--- config.mk ---
export PLATFORM = sky130hd
export DESIGN_NAME = operand_issue
export DESIGN_NICKNAME = d
export VERILOG_FILES = /design/src/rtl/operand_issue.sv
export SDC_FILE = /design/constraint.sdc
export NUM_CORES = 1
export LEC_CHECK = 0
export CORE_MARGIN = 2
export CORE_UTILIZATION = 46
export CTS_CLUSTER_DIAMETER = 150
export CTS_CLUSTER_SIZE = 24
export DETAILED_ROUTE_END_ITERATION = 6
export PLACE_DENSITY = 0.76
export SLEW_MARGIN = 30
export SYNTH_ARGS = -nofsm -noshare
export SYNTH_HDL_FRONTEND = slang
export SYNTH_SLANG_ARGS = --single-unit
export TNS_END_PERCENT = 20
--- constraint.sdc ---
create_clock -name clk -period 1.5 [get_ports clk]
set_input_delay 0.225 -clock clk [delete_from_list [all_inputs] [get_ports clk]]
set_output_delay 0.225 -clock clk [all_outputs]
set_load 0.02 [all_outputs]
--- src/rtl/operand_issue.sv ---
// Operand issue stage: decodes a 16-bit instruction, reads or forwards register
// operands into num1/num2, and writes the ALU result back one cycle later.
module operand_issue #(
    parameter int DATA_W = 8
) (
    input  logic              clk,
    input  logic              rst_n,
    input  logic              instr_valid,
    output logic              instr_ready,
    input  logic [15:0]       instr,
    input  logic              stall,
    output logic [DATA_W-1:0] num1,
    output logic [DATA_W-1:0] num2,
    output logic              alu_valid,
    input  logic [DATA_W-1:0] alu_res,
    input  logic              zeroflag,
    output logic              nz_flag,
    input  logic [1:0]        rd_sel,
    output logic [DATA_W-1:0] rd_data,
    output logic [15:0]       issue_cnt
);

    localparam logic [1:0] OP_ADD  = 2'b00;
    localparam logic [1:0] OP_ADDI = 2'b01;
    localparam logic [1:0] OP_LDI  = 2'b10;

    logic [DATA_W-1:0] regs [4];
    logic [1:0]        rd_p1;

    logic [1:0]        op, rd, rs, rt;
    logic [DATA_W-1:0] imm;
    logic [DATA_W-1:0] src_a, src_b, op_a, op_b;
    logic              op_live;
    logic              accept, wb;

    assign op  = instr[15:14];
    assign rd  = instr[13:12];
    assign rs  = instr[11:10];
    assign rt  = instr[9:8];
    assign imm = DATA_W'(instr[7:0]);

    assign instr_ready = ~stall;
    assign accept      = instr_valid & ~stall;
    assign wb          = alu_valid & ~stall;
    assign rd_data     = regs[rd_sel];

    // The result being written back this edge is not yet in regs, so take it
    // straight from the ALU when the new instruction depends on it.
    always_comb begin
        src_a   = (alu_valid && rs == rd_p1) ? alu_res : regs[rs];
        src_b   = (alu_valid && rt == rd_p1) ? alu_res : regs[rt];
        op_a    = '0;
        op_b    = '0;
        op_live = 1'b1;
        case (op)
            OP_ADD:  begin op_a = src_a; op_b = src_b; end
            OP_ADDI: begin op_a = src_a; op_b = imm;   end
            OP_LDI:  begin op_a = '0;    op_b = imm;   end
            default: op_live = 1'b0;
        endcase
    end

    // Stage p0 -> p1: operand registers; p1 -> writeback: register file
    always_ff @(posedge clk or negedge rst_n) begin
        if (!rst_n) begin
            for (int i = 0; i < 4; i++) regs[i] <= '0;
            num1      <= '0;
            num2      <= '0;
            alu_valid <= 1'b0;
            rd_p1     <= '0;
            nz_flag   <= 1'b0;
            issue_cnt <= '0;
        end else begin
            if (wb) begin
                regs[rd_p1] <= alu_res;
                nz_flag     <= zeroflag;
                issue_cnt   <= issue_cnt + 16'd1;
            end
            if (accept) begin
                num1      <= op_a;
                num2      <= op_b;
                alu_valid <= op_live;
                rd_p1     <= rd;
            end else if (!stall) begin
                alu_valid <= 1'b0;
            end
        end
    end

endmodule

# Word level (Yosys, flattened, before mapping)
# Index checks and enable logic that the tools add are counted.
[word_totals]
wordCells = 54
out_inout_bits = 43
reg_bits = 68
in_bits = 31
[classes]
bitwise = 7
eq_ne = 5
add_sub_neg = 1
mux = 19
reduce_logical = 7
magnitude_cmp = 5
[op_table]
columns = ["cell", "count"]
rows = [
  ["two-way mux 8 bit", 10],
  ["binary-select mux 8 bit (select 2 bit)", 3],
  ["bitwise mux 32 bit", 1],
  ["adder 16 x 1 -> 16 bit (second input constant)", 1],
  ["demux 8 bit (select 2 bit)", 1],
  ["case mux 8 bit (2 select lines)", 1],
  [">= comparator 3 bit (second input constant)", 4],
  ["NOT 2 -> 3 bit", 4],
  ["== test 2 bit", 2],
  ["OR reduction 2 bit", 2],
  ["logical AND 1 bit", 3],
  ["less-than comparator 3 x 1 -> 1 bit (second input constant)", 1],
  ["two-way mux 1 bit", 3],
  ["OR reduction 3 bit", 1],
  ["AND 1 bit", 2],
  ["== test 2 x 1 -> 1 bit (second input constant)", 1],
  ["== test 2 bit (second input constant)", 1],
  ["logical NOT 2 bit", 1],
  ["!= test 2 x 1 -> 1 bit (second input constant)", 1],
  ["NOT 1 bit", 1],
]

# Longest topological paths before layout
# Gate-level depths: netlist of the first run.
[logic_depth]
ltp_word = 6
depth_mapped = 5
ltp_nobuf = 5

# Worst setup path after synthesis of the first run
# OpenSTA, ideal clock, no wires.
[synth_timing]
path_kind = "reg2reg"
from = "register alu_valid"
to = "register regs[12] (netlist bit)"
synth_period_minus_slack_ns = 1.584
path_slack_ns = -0.084
path_stages_with_launch = 6
t_required_ns = 1.375
arrival_time_ns = 1.460
path_buffers = 1
path_cell_list = "dfrtp_1 nor2b_1 buf_2 nand2_1 nor2_4 mux2_2"
[synth_between]
elab_chain_len = 1
[synth_lines]
columns = ["element", "line_no", "source"]
rows = [
  ["start, declared", "14", "output logic alu_valid,"],
  ["start signal, assigned", "82", "alu_valid <= op_live;"],
  ["AND 1 bit", "44", "assign wb = alu_valid & ~stall;"],
  ["end signal, assigned by index", "75", "regs[rd_p1] <= alu_res;"],
  ["end, declared", "27", "logic [DATA_W-1:0] regs [4];"],
]
# No other way between the ends.
# A chain may end at the register's enable or synchronous reset.

# Final worst setup path of the first run
[layout_timing]
from = "register regs[29] (netlist bit)"
to = "output port rd_data[5]"
[layout_between]
elab_chain_len = 3
[layout_lines]
columns = ["element", "line_no", "source"]
rows = [
  ["binary-select mux 8 bit (select 2 bit)", "45", "assign rd_data = regs[rd_sel];"],
  ["two-way mux 8 bit (implied by the code) (2 in a row)", "45", ""],
  ["end, declared", "19", "output logic [DATA_W-1:0] rd_data,"],
]
# No other way between the ends. The select of a mux whose other input is x is not followed.

==> results of run 1 <==
[synth_stat cells]
| library cell | count | share of area (%) |
|---|---|---|
| a22o_1 | 1 | 0.25 |
| a22oi_1 | 8 | 1.7 |
| and4_1 | 1 | 0.25 |
| buf_1 | 1 | 0.11 |
| buf_2 | 7 | 0.99 |
| buf_4 | 2 | 0.42 |
| buf_6 | 1 | 0.32 |
| clkbuf_1 | 1 | 0.11 |
| dfrtp_1 | 68 | 48 |
| ha_1 | 4 | 1.4 |
| inv_1 | 3 | 0.32 |
| mux2_1 | 2 | 0.64 |
| mux2_2 | 30 | 9.5 |
| mux2i_1 | 16 | 4.5 |
| mux4_2 | 24 | 15 |
| nand2_1 | 27 | 2.9 |
| nand2b_1 | 2 | 0.35 |
| nand3_1 | 5 | 0.71 |
| nand3_2 | 3 | 0.85 |
| nand3b_1 | 1 | 0.21 |
| nand4_1 | 4 | 0.71 |
| nand4b_1 | 1 | 0.25 |
| nor2_1 | 4 | 0.42 |
| nor2_4 | 2 | 0.64 |
| nor2b_1 | 2 | 0.35 |
| nor3_1 | 1 | 0.14 |
| nor3_4 | 1 | 0.46 |
| nor3b_2 | 1 | 0.35 |
| nor4_4 | 1 | 0.60 |
| o21ai_0 | 16 | 2.3 |
| o21ai_1 | 1 | 0.14 |
| or2_2 | 1 | 0.18 |
| xnor2_1 | 15 | 3.7 |
| xor2_1 | 4 | 0.99 |
[tightest hold or removal path: cells and delay by family]
| kind | cells | cell delay [ns] |
|---|---|---|
| buffers and inverters | 2 | 0.33 |
| AOI/OAI and AO/OA | 1 | 0.14 |
[worst min path at each step]
stage / cells after the start / slack (ns) / endpoint / start
floorplan: 0 / -0.07 / alu_valid$_DFFE_PN0P_ / rst_n
global placement: 2 / 0.28 / num2[2]$_DFFE_PN0P_ / rst_n
detailed placement: 2 / 0.28 / num2[7]$_DFFE_PN0P_ / rst_n
CTS: 3 / 0.42 / nz_flag$_DFFE_PN0P_ / zeroflag
global route: 3 / 0.41 / alu_valid$_DFFE_PN0P_ / stall
finish: 3 / 0.40 / alu_valid$_DFFE_PN0P_ / stall
[final cells by class]
| type | instances | area share, % |
|---|---|---|
| well taps | 102 | 2.43 |
| multi-input cells | 178 | 34.3 |
| clock inverters | 5 | 1.62 |
| clock buffers | 11 | 2.69 |
| inverters | 3 | 0.214 |
| flip-flops and latches | 68 | 32.4 |
| repair buffers | 148 | 26.3 |
[logic make-up (layout without fill, tap and decap cells)]
kind of cell | after synthesis | in the layout | synth area share [%]
compound gates | 26 | 26 | 4.34
xor+xnor | 19 | 19 | 4.70
fa+ha+maj | 4 | 4 | 1.41
buf+inv | 15 | 167 | 2.26
flops | 68 | 68 | 48.0
mux | 72 | 72 | 29.9
simple gates | 57 | 57 | 9.32
[layout by cell type, fill, tap and decap left out, types with 5 or more instances in the layout]
master | Yosys | layout
dfrtp_1 | 68 | 65
buf_4 | 2 | 63
dlygate4sd2_1 | 0 | 37
mux2_2 | 30 | 30
nand2_1 | 27 | 27
mux4_2 | 24 | 24
clkdlybuf4s50_1 | 0 | 24
xnor2_1 | 15 | 14
mux2i_1 | 16 | 13
o21ai_0 | 16 | 10
clkbuf_8 | 0 | 10
buf_6 | 1 | 10
buf_12 | 0 | 9
o21ai_1 | 1 | 7
a22oi_1 | 8 | 7
nand3_1 | 5 | 5
[sequential cells by signal, summed over array words and instances (netlist names)]
register   cells
alu_valid      1
issue_cnt     16
num1           8
num2           8
nz_flag        1
rd_p1          2
regs          32
[power by group through the flow]
stage	clock network [mW]	logic [mW]	registers [mW]
4_1_cts	1.72	2.98	2.64
3_5_place_dp	0	2.82	2.71
5_1_grt	1.81	3.30	2.71
3_3_place_gp	0	2.76	2.70
2_1_floorplan	0	1.29	2.87
6_report	1.70	3.08	2.66
[layer usage]
layer	share of wire (%)	vias up	global-route usage, %
met3	6.6	8	4.68
met1	41	1390	29.2
met4	0.91	0	6.84
met2	52	109	40.6
li1	-	1269	-
met5	0	-	0
[stage by stage]
stage	cells	total power, mW	worst slack (ns)
finish	515	7.44	-0.116
global route	515	7.81	-0.150
CTS	510	7.35	-0.119
detailed placement	483	5.53	-0.675
global placement	483	5.45	-0.672
floorplan	261	4.16	-0.0191
[what timing repair did]
item,4_1_cts,5_1_grt
resized for setup,90,19
buffers inserted,10,5
hold buffers,1,0
setup endpoints to repair,63,56
endpoints found under the hold margin,68,0
pin swaps,0,5
==> metrics.yaml, run 1 <==
status:
  status: "finished, violations left"
  violations: "negative setup slack"
critical_path:
  cp-start-kind: "flip-flop"
  crit_required_ns: 1.27
  critical_path.endpoint: "rd_data[5]"
  cp_cell_sequence: "mux4_2, buf_6"
  crit_path_end_kind: "output port"
  worstSetupPathType: "flip-flop to output port"
  r2r_end: "num2[4]$_DFFE_PN0P_"
  cp_slowest_stage_delay_ns: 0.49
  r2r_start: "regs[28]$_DFFE_PN0P_"
  ff2ff_path_depth: 4
  arrival_ns: 1.39
  rrSetupSlack_ns: 0.01
  cp.depth: 2
  critPathLaunch: "regs[29]$_DFFE_PN0P_"
  crit_path_max_fanout: 4
  path_buf_inv: 1
  path_delay_family: "multiplexers"
  cp_slowest_cell: "mux4_2"
clock_network:
  htreeDepth: 3
  clk_pin_slew_worst_paths_ns: 0.07
  cts_buffers: 9
  clockBufferDepth: 2
  clkSinkCount: 68
  cts_tree: "done"
  root_buffer: "clkbuf_8"
  clock_latency_ns: 0.34
grt:
  grt_pass1_vias: 2852
  grt-ovfl-total: 0
  track_usage_pct: 23.2
  grt_first_pass_wirelength_um: 14600
  antenna_found_initial: 0
  grt_max_degree: 69
synth:
  yosysUniqueCellTypes: 34
  syn_area_um2: 3540
  syn_nets: 296
  synth_seq_cells: 68
  ys_seq_area_share_pct: 48.0
  syn_inst: 261
  syn_area_per_cell_um2: 13.6
  ys_warn_count: 0
run:
  maxCapViolations: 0
die:
  die_w_um: 91.8
  start_util_pct: 46.6
  num_rows: 32
  core-area_um2: 7610
  pin_count: 74
  dieArea_um2: 8420
  die_height_um: 91.8
drt:
  vias: 2776
  totalWireLength_um: 9220
  routed_via_density: 5.39
  drc_errors: 0
  detail_route.wl_per_cell_um: 17.9
  detail_route.first_pass.iterations: 4
  drtAntennaViolNets: 0
  drtIter0Drc: 159
timing:
  worst_pin_slew_ns: 0.436
  final_max_slew_viol_count: 0
  setup_viol: 8
  finalCritPeriodShare_pct: 108
  period_minus_slack_ns: 1.62
  grt_setup_unrepaired: "yes"
  tns_ns: -0.709
  whs_ns: 0.399
  clock_skew_ns: 0.00922
  max_slew_margin_pct: 70.9
  fmax_mhz: 619
  worst_slack_ns: -0.116
  hold_violations: 0
pwr:
  power.internal_mw: 5.15
  vdd_drop_max_mv: 0.818
  combPwrFrac_pct: 41.4
  seqPwrFrac_pct: 35.7
  p_switching_mw: 2.30
  sw_frac_of_total_pct: 30.9
  clockPowerShare_pct: 22.9
  power.density_nw_per_um2: 1420
  p_leak_nw: 2.53
hold_path:
  hp-class: "input pin to flip-flop"
finish:
  fin_util_pct: 69.1
  multi_input_area_um2: 1810
  layout.nets: 443
  areaGrowthSynthToFinish_pct: 48.4
  final_area_um2: 5260
  drive_gt1_share_pct: 41.9
  nFillCells: 565
  antenna_cells: 0
  seq_area_um2: 1710
place:
  port_buffers: 73
  gp_congestion: 0.820
  placed_area_um2: 4880
  dpl.hpwl_um: 6350
No activity file was read; power rests on OpenSTA's default activity.
==> run 2: changes to the inputs <==
--- a/config.mk
+++ b/config.mk
@@ -5,13 +5,14 @@
 export SDC_FILE = /design/constraint.sdc
 export NUM_CORES = 1
 export LEC_CHECK = 0
+export ABC_AREA = 1
 export CORE_MARGIN = 2
-export CORE_UTILIZATION = 46
+export CORE_UTILIZATION = 47
 export CTS_CLUSTER_DIAMETER = 150
 export CTS_CLUSTER_SIZE = 24
 export DETAILED_ROUTE_END_ITERATION = 6
 export PLACE_DENSITY = 0.76
-export SLEW_MARGIN = 30
+export SLEW_MARGIN = 5
 export SYNTH_ARGS = -nofsm -noshare
 export SYNTH_HDL_FRONTEND = slang
 export SYNTH_SLANG_ARGS = --single-unit
==> metrics.yaml, run 2 <==
status:
  status: "finished clean"
synth:
  synth_largest_area_cell: "dfrtp_1"
  synth_edf_count: 0  # unchanged
  synthTopCellsByArea: "dfrtp_1 (44%), nand2_1 (18%), o21ai_0 (8.2%), nand3_1 (5.1%), nor2_1 (3.9%)"
  syn_inst: 532  # +100%
  synth_most_common_cell: "nand2_1"
  ys_seq_area_share_pct: 43.7  # -4.3 points
  ys_warn_count: 0  # unchanged
  syn_area_per_cell_um2: 7.32  # -46%
  syn_area_um2: 3890  # +9.9%
  yosysUniqueCellTypes: 35  # +2.9%
  synthArstFlopShare_pct: 100  # unchanged
  synth_ff_type: "dfrtp_1"
  syn_nets: 567  # +92%
  synthTopCellsByCount: "nand2_1 (188), dfrtp_1 (68), o21ai_0 (64)"
  synth_seq_cells: 68  # unchanged
  synth_top_cell_area_share_pct: 43.7  # -4.3 points
place:
  dp.cells: 754  # +56%
  dpl.hpwl_um: 8640  # +36%
  placed_area_um2: 5190  # +6.2%
  port_buffers: 73  # unchanged
  gp_congestion: 0.872  # +6.4%
grt:
  grt-ovfl-total: 0  # unchanged
  antenna_found_initial: 0  # unchanged
  grt_pass1_vias: 3887  # +36%
  grt_first_pass_wirelength_um: 18600  # +28%
  track_usage_pct: 26.8  # +3.6 points
  grt_max_degree: 69  # unchanged
timing:
  tns_ns: 0  # +0.709 ns
  hold_violations: 0  # unchanged
  finalCritPeriodShare_pct: 95.4  # -12 points
  clock_skew_ns: 0.0141  # +0.00493 ns
  final_max_slew_viol_count: 0  # unchanged
  fmax_mhz: 699  # +13%
  period_minus_slack_ns: 1.43  # -0.185 ns
  worst_pin_slew_ns: 0.458  # +0.0227 ns
  setup_viol: 0  # -8
  grt_setup_unrepaired: "yes"
  max_slew_margin_pct: 69.3  # -1.6 points
drt:
  detail_route.first_pass.iterations: 6  # +2
  top_layer: "met4"
  drtIter0Drc: 239  # +50%
  drtAntennaViolNets: 0  # unchanged
  drc_errors: 0  # unchanged
  met1Wirelength_um: 4970  # +33%
  vias: 4080  # +47%
  met3WireLength_um: 612  # +0.49%
  totalWireLength_um: 11600  # +26%
  detail_route.wl_per_cell_um: 15.1  # -16%
  routed_via_density: 5.28  # -2.1%
  wl_met2_um: 5750  # +20%
critical_path:
  crit_path_max_fanout: 2  # -2
  ff2ff_path_depth: 6  # +2
  rrSetupSlack_ns: 0.09  # +0.08 ns
  critical_path.endpoint: "rd_data[7]"
  crit_path_end_kind: "output port"
  arrival_ns: 1.21  # -0.18 ns
  critPathLaunch: "regs[15]$_DFFE_PN0P_"
  worstSetupPathType: "flip-flop to output port"
  crit_required_ns: 1.27  # about the same
  r2r_start: "rd_p1[0]$_DFFE_PN0P_"
  cp-start-kind: "flip-flop"
  r2r_end: "num1[0]$_DFFE_PN0P_"
clock_network:
  root_buffer: "clkbuf_8"
  clockBufferDepth: 2  # unchanged
  clock_latency_ns: 0.35  # about the same
  cts_tree: "done"
  htreeDepth: 3  # unchanged
  clkSinkCount: 68  # unchanged
  clk_pin_slew_worst_paths_ns: 0.08  # about the same
  cts_buffers: 9  # unchanged
run:
  maxCapViolations: 0  # unchanged
finish:
  nFillCells: 709  # +25%
  top_regs: "regs: 32 flops, issue_cnt: 16 flops"
  largest_reg_flops: 32  # unchanged
  areaGrowthSynthToFinish_pct: 38.8
  top_register: "regs"
  final_cell_mix: "nand2_1 (187), buf_4 (68), dfrtp_1 (64)"
  final_common_cell: "nand2_1"
  seq_area_um2: 1710  # about the same
  fin_cells: 773  # +50%
  drive_gt1_share_pct: 19.0  # -23 points
  multi_input_area_um2: 1930  # +6.6%
  layout.nets: 698  # +58%
  final_area_um2: 5400  # +2.7%
  antenna_cells: 0  # unchanged
die:
  die_height_um: 95.0  # +3.5%
  die_w_um: 95.0  # +3.5%
  start_util_pct: 47.9  # +1.3 points
  core-area_um2: 8130  # +6.9%
  num_rows: 33  # +3.1%
  dieArea_um2: 9030  # +7.2%
  pin_count: 74  # unchanged
pwr:
  vdd_drop_max_mv: 0.805  # -1.6%
  seqPwrFrac_pct: 37.5  # +1.8 points
  combPwrFrac_pct: 39.0  # -2.4 points
  power.internal_mw: 4.57  # -11%
  p_leak_nw: 2.84  # +12%
  sw_frac_of_total_pct: 36.6  # +5.8 points
  clockPowerShare_pct: 23.5  # +0.6 points
  p_switching_mw: 2.64  # +15%
  power.density_nw_per_um2: 1340  # -5.6%
hold_path:
  hp-class: "input pin to flip-flop"
run 2: cell types whose count changed after synthesis, moves of 16 or more:
| cell | delta |
|---|---|
| mux2i_1 | -16 |
| nor2_1 | +36 |
| o21ai_0 | +48 |
| nand2_1 | +161 |
| mux2_2 | -30 |
| nand3_1 | +35 |
| mux4_2 | -24 |
| inv_1 | +36 |
run 2: logic make-up after synthesis:
logic type      Yosys count  share of synthesized area [%]
simple gates            286                           31.2
flops                    68                           43.7
buf+inv                  67                           7.75
compound gates           95                           13.4
fa+ha+maj                 4                           1.29
xor+xnor                 12                           2.70
run 2: area by class of cell:
cell class                 count  share of cell area (%)
inverter                      45                    3.40
sequential                    68                    31.6
clock buffer                  12                    2.69
multi-input combinational    397                    35.7
tap                          105                    2.43
timing repair buffer         142                    22.9
clock inverter                 4                    1.34
run 2: layer usage:
metal	track usage [%]	vias to the layer above
met5	0	-
met4	9.06	0
met3	3.75	32
met2	46.2	157
met1	34.5	1911
li1	-	1980
run 2: worst min path at each step:
stage	to	cells past startpoint	slack (ns)	start
final	nz_flag$_DFFE_PN0P_	3	0.42	zeroflag
after global routing	nz_flag$_DFFE_PN0P_	3	0.44	zeroflag
after CTS	nz_flag$_DFFE_PN0P_	3	0.42	zeroflag
after detailed placement	regs[15]$_DFFE_PN0P_	2	0.28	rst_n
after global placement	regs[3]$_DFFE_PN0P_	2	0.28	rst_n
after floorplan	alu_valid$_DFFE_PN0P_	0	-0.07	rst_n
run 2: power by group through the flow:
stage	Clock, mW	Combinational [mW]	Sequential, mW
after floorplan	0	1.17	2.89
after global placement	0	2.82	2.70
after detailed placement	0	2.89	2.71
after CTS	1.72	2.75	2.68
after global routing	1.78	3.10	2.76
final	1.70	2.81	2.71
run 2: critical path, cell delays in order, from the launching register on:
cell and delay, ns:
dfrtp_1 0.37, inv_2 0.06, a21oi_1 0.11, o21ai_1 0.07, o21ai_0 0.07, buf_2 0.18
run 2: repair_timing:
action	CTS	global route
hold buffers	1	0
gates resized for setup	83	28
pin swaps	0	3
endpoints found under the hold margin	68	0
buffers inserted	0	2
setup endpoints to repair	44	18
run 2: stage by stage:
step / power [mW] / util (%) / worst slack (ns) / hold slack, ns
floorplan: 4.06 / - / -0.0285 / -0.0706
global placement: 5.52 / 63.8 / -0.587 / 0.278
detailed placement: 5.59 / 63.8 / -0.650 / 0.284
CTS: 7.14 / 65.6 / 0.0176 / 0.423
global route: 7.64 / 66.4 / -0.0284 / 0.438
finish: 7.22 / 66.4 / 0.0688 / 0.418
==> run 3: changes to the inputs <==
--- a/config.mk
+++ b/config.mk
@@ -8,6 +8,7 @@
 export ABC_AREA = 1
 export CORE_MARGIN = 2
 export CORE_UTILIZATION = 47
+export CTS_BUF_LIST = sky130_fd_sc_hd__clkbuf_16
 export CTS_CLUSTER_DIAMETER = 150
 export CTS_CLUSTER_SIZE = 24
 export DETAILED_ROUTE_END_ITERATION = 6
==> metrics.yaml, run 3 (synthesis gave the netlist of run 2 again) <==
timing:
  period_minus_slack_ns: 1.45  # +0.0166 ns
  hold_violations: 0  # unchanged
  worst_pin_slew_ns: 0.465  # +0.00647 ns
  clock_skew_ns: 0.00751  # -0.00664 ns
  setup_viol: 0  # unchanged
  whs_ns: 0.450  # +0.0316 ns
  fmax_mhz: 691  # -1.1%
  finalCritPeriodShare_pct: 96.5  # +1.1 points
  final_max_slew_viol_count: 0  # unchanged
  worst_slack_ns: 0.0522  # -0.0166 ns
  max_slew_margin_pct: 68.9  # -0.43 points
  grt_setup_unrepaired: "yes"
grt:
  grt-ovfl-total: 0  # unchanged
  grt_max_degree: 69  # unchanged
  track_usage_pct: 27.5  # +0.69 points
  antenna_found_initial: 0  # unchanged
  grt_pass1_vias: 3997  # +2.8%
  grt_first_pass_wirelength_um: 19100  # +2.6%
status:
  status: "finished clean"
critical_path:
  crit_path_max_fanout: 2  # unchanged
  r2r_start: "rd_p1[0]$_DFFE_PN0P_"
  crit_required_ns: 1.27  # about the same
  crit_path_end_kind: "output port"
  ff2ff_path_depth: 6  # unchanged
  r2r_end: "num1[2]$_DFFE_PN0P_"
  worstSetupPathType: "flip-flop to output port"
  path_common_cell: "o21ai_1"
  cp_slowest_cell: "dfrtp_1"
  critPathLaunch: "regs[8]$_DFFE_PN0P_"
  cp-start-kind: "flip-flop"
  cp_slowest_stage_delay_ns: 0.38  # about the same
  path_buf_inv: 2  # unchanged
  path_delay_family: "flip-flops"
  cp_cell_sequence: "inv_1, a21oi_1, o21ai_1, o21ai_1, buf_4"
  arrival_ns: 1.22  # about the same
  rrSetupSlack_ns: 0.10  # about the same
pwr:
  power.density_nw_per_um2: 1410  # +5.7%
  vdd_drop_max_mv: 0.874  # +8.6%
  p_leak_nw: 2.88  # +1.6%
drt:
  wl_met2_um: 6040  # +5.1%
  met3WireLength_um: 646  # +5.6%
  drtAntennaViolNets: 0  # unchanged
  detail_route.first_pass.iterations: 6  # unchanged
  drc_errors: 0  # unchanged
  top_layer: "met4"
  routed_via_density: 5.31  # +0.65%
  vias: 4112  # +0.78%
  met1Wirelength_um: 4940  # -0.62%
  drtIter0Drc: 268  # +12%
  totalWireLength_um: 11800  # +1.6%
  detail_route.wl_per_cell_um: 15.3  # +1.5%
hold_path:
  hp-class: "input pin to asynchronous set/reset pin"
die:
  num_rows: 33  # unchanged
  core-area_um2: 8130  # unchanged
  die_w_um: 95.0  # unchanged
  pin_count: 74  # unchanged
  dieArea_um2: 9030  # unchanged
  start_util_pct: 47.9  # unchanged
  die_height_um: 95.0  # unchanged
place:
  dpl.hpwl_um: 8640  # unchanged
  pre_cts_ws_ns: -0.650  # unchanged
  placed_area_um2: 5190  # unchanged
  gp_congestion: 0.872  # unchanged
  port_buffers: 73  # unchanged
clock_network:
  cts_tree: "done"
  clkSinkCount: 68  # unchanged
  cts_buffers: 9  # unchanged
  clk_pin_slew_worst_paths_ns: 0.05  # -0.03 ns
  clock_latency_ns: 0.33  # -0.02 ns
  clockBufferDepth: 2  # unchanged
  htreeDepth: 3  # unchanged
  root_buffer: "clkbuf_16"
finish:
  drive_gt1_share_pct: 18.2  # -0.78 points
  largest_reg_flops: 32  # unchanged
  top_regs: "regs: 32 flops, issue_cnt: 16 flops"
  final_cell_mix: "nand2_1 (187), buf_4 (68), dfrtp_1 (65)"
  antenna_cells: 0  # unchanged
  final_common_cell: "nand2_1"
  final_area_um2: 5490  # +1.6%
  layout.nets: 699  # +0.14%
  areaGrowthSynthToFinish_pct: 41.1
  nFillCells: 692  # -2.4%
  top_register: "regs"
run:
  maxCapViolations: 0  # unchanged
-- run 3: power by group --
part | switching, mW | internal [mW] | total, mW
logic | 1.55 | 1.28 | 2.82
clock network | 0.784 | 1.43 | 2.22
registers | 0.388 | 2.32 | 2.71
-- run 3: how the worst max path moves through the flow --
stage / end / slack (ns) / cells after the start
floorplan: rd_data[1] / -0.03 / 5
global placement: rd_data[6] / -0.59 / 5
detailed placement: rd_data[4] / -0.65 / 5
CTS: rd_data[3] / 0.002 / 5
global route: rd_data[0] / -0.02 / 5
finish: rd_data[0] / 0.05 / 5
-- run 3: area by class of cell --
cell class	count	area [µm²]	share of cell area, %
clock buffers	9	225	4.10
clock inverters	7	83.8	1.53
inverters	45	184	3.35
multi-input cells	397	1920	35.0
flip-flops and latches	68	1710	31.1
well taps	105	131	2.39
repair buffers	143	1240	22.6
-- run 3: per-stage QoR --
stage / cells / TNS, ns / power [mW] / utilization, %
6_report: 774 / 0 / 7.75 / 67.5
5_1_grt: 774 / -0.0422 / 8.18 / 67.5
4_1_cts: 771 / 0 / 7.69 / 66.8
3_5_place_dp: 754 / -11.40 / 5.59 / 63.8
3_3_place_gp: 754 / -9.93 / 5.52 / 63.8
2_1_floorplan: 532 / -0.142 / 4.06 / -
-- run 3: repair_timing --
item / in CTS / in global routing
buffers inserted: 0 / 3
hold buffers: 1 / 0
setup endpoints to repair: 45 / 23
cloned: 0 / 0
endpoints found under the hold margin: 68 / 0
gates resized for setup: 81 / 22
pin swaps: 0 / 4
-- run 3: routing by layer --
metal / track usage, % / vias to the layer above
li1: - / 1982
met1: 34.1 / 1973
met2: 48.0 / 138
met3: 5.51 / 19
met4: 8.45 / 0
met5: 0 / -
-- run 3: worst reg2reg max path, delay by kind of cell (launching register included) --
family | cells | cell delay [ns]
simple gates | 4 | 0.46
flops | 1 | 0.46
buf+inv | 1 | 0.10
compound gates | 1 | 0.27
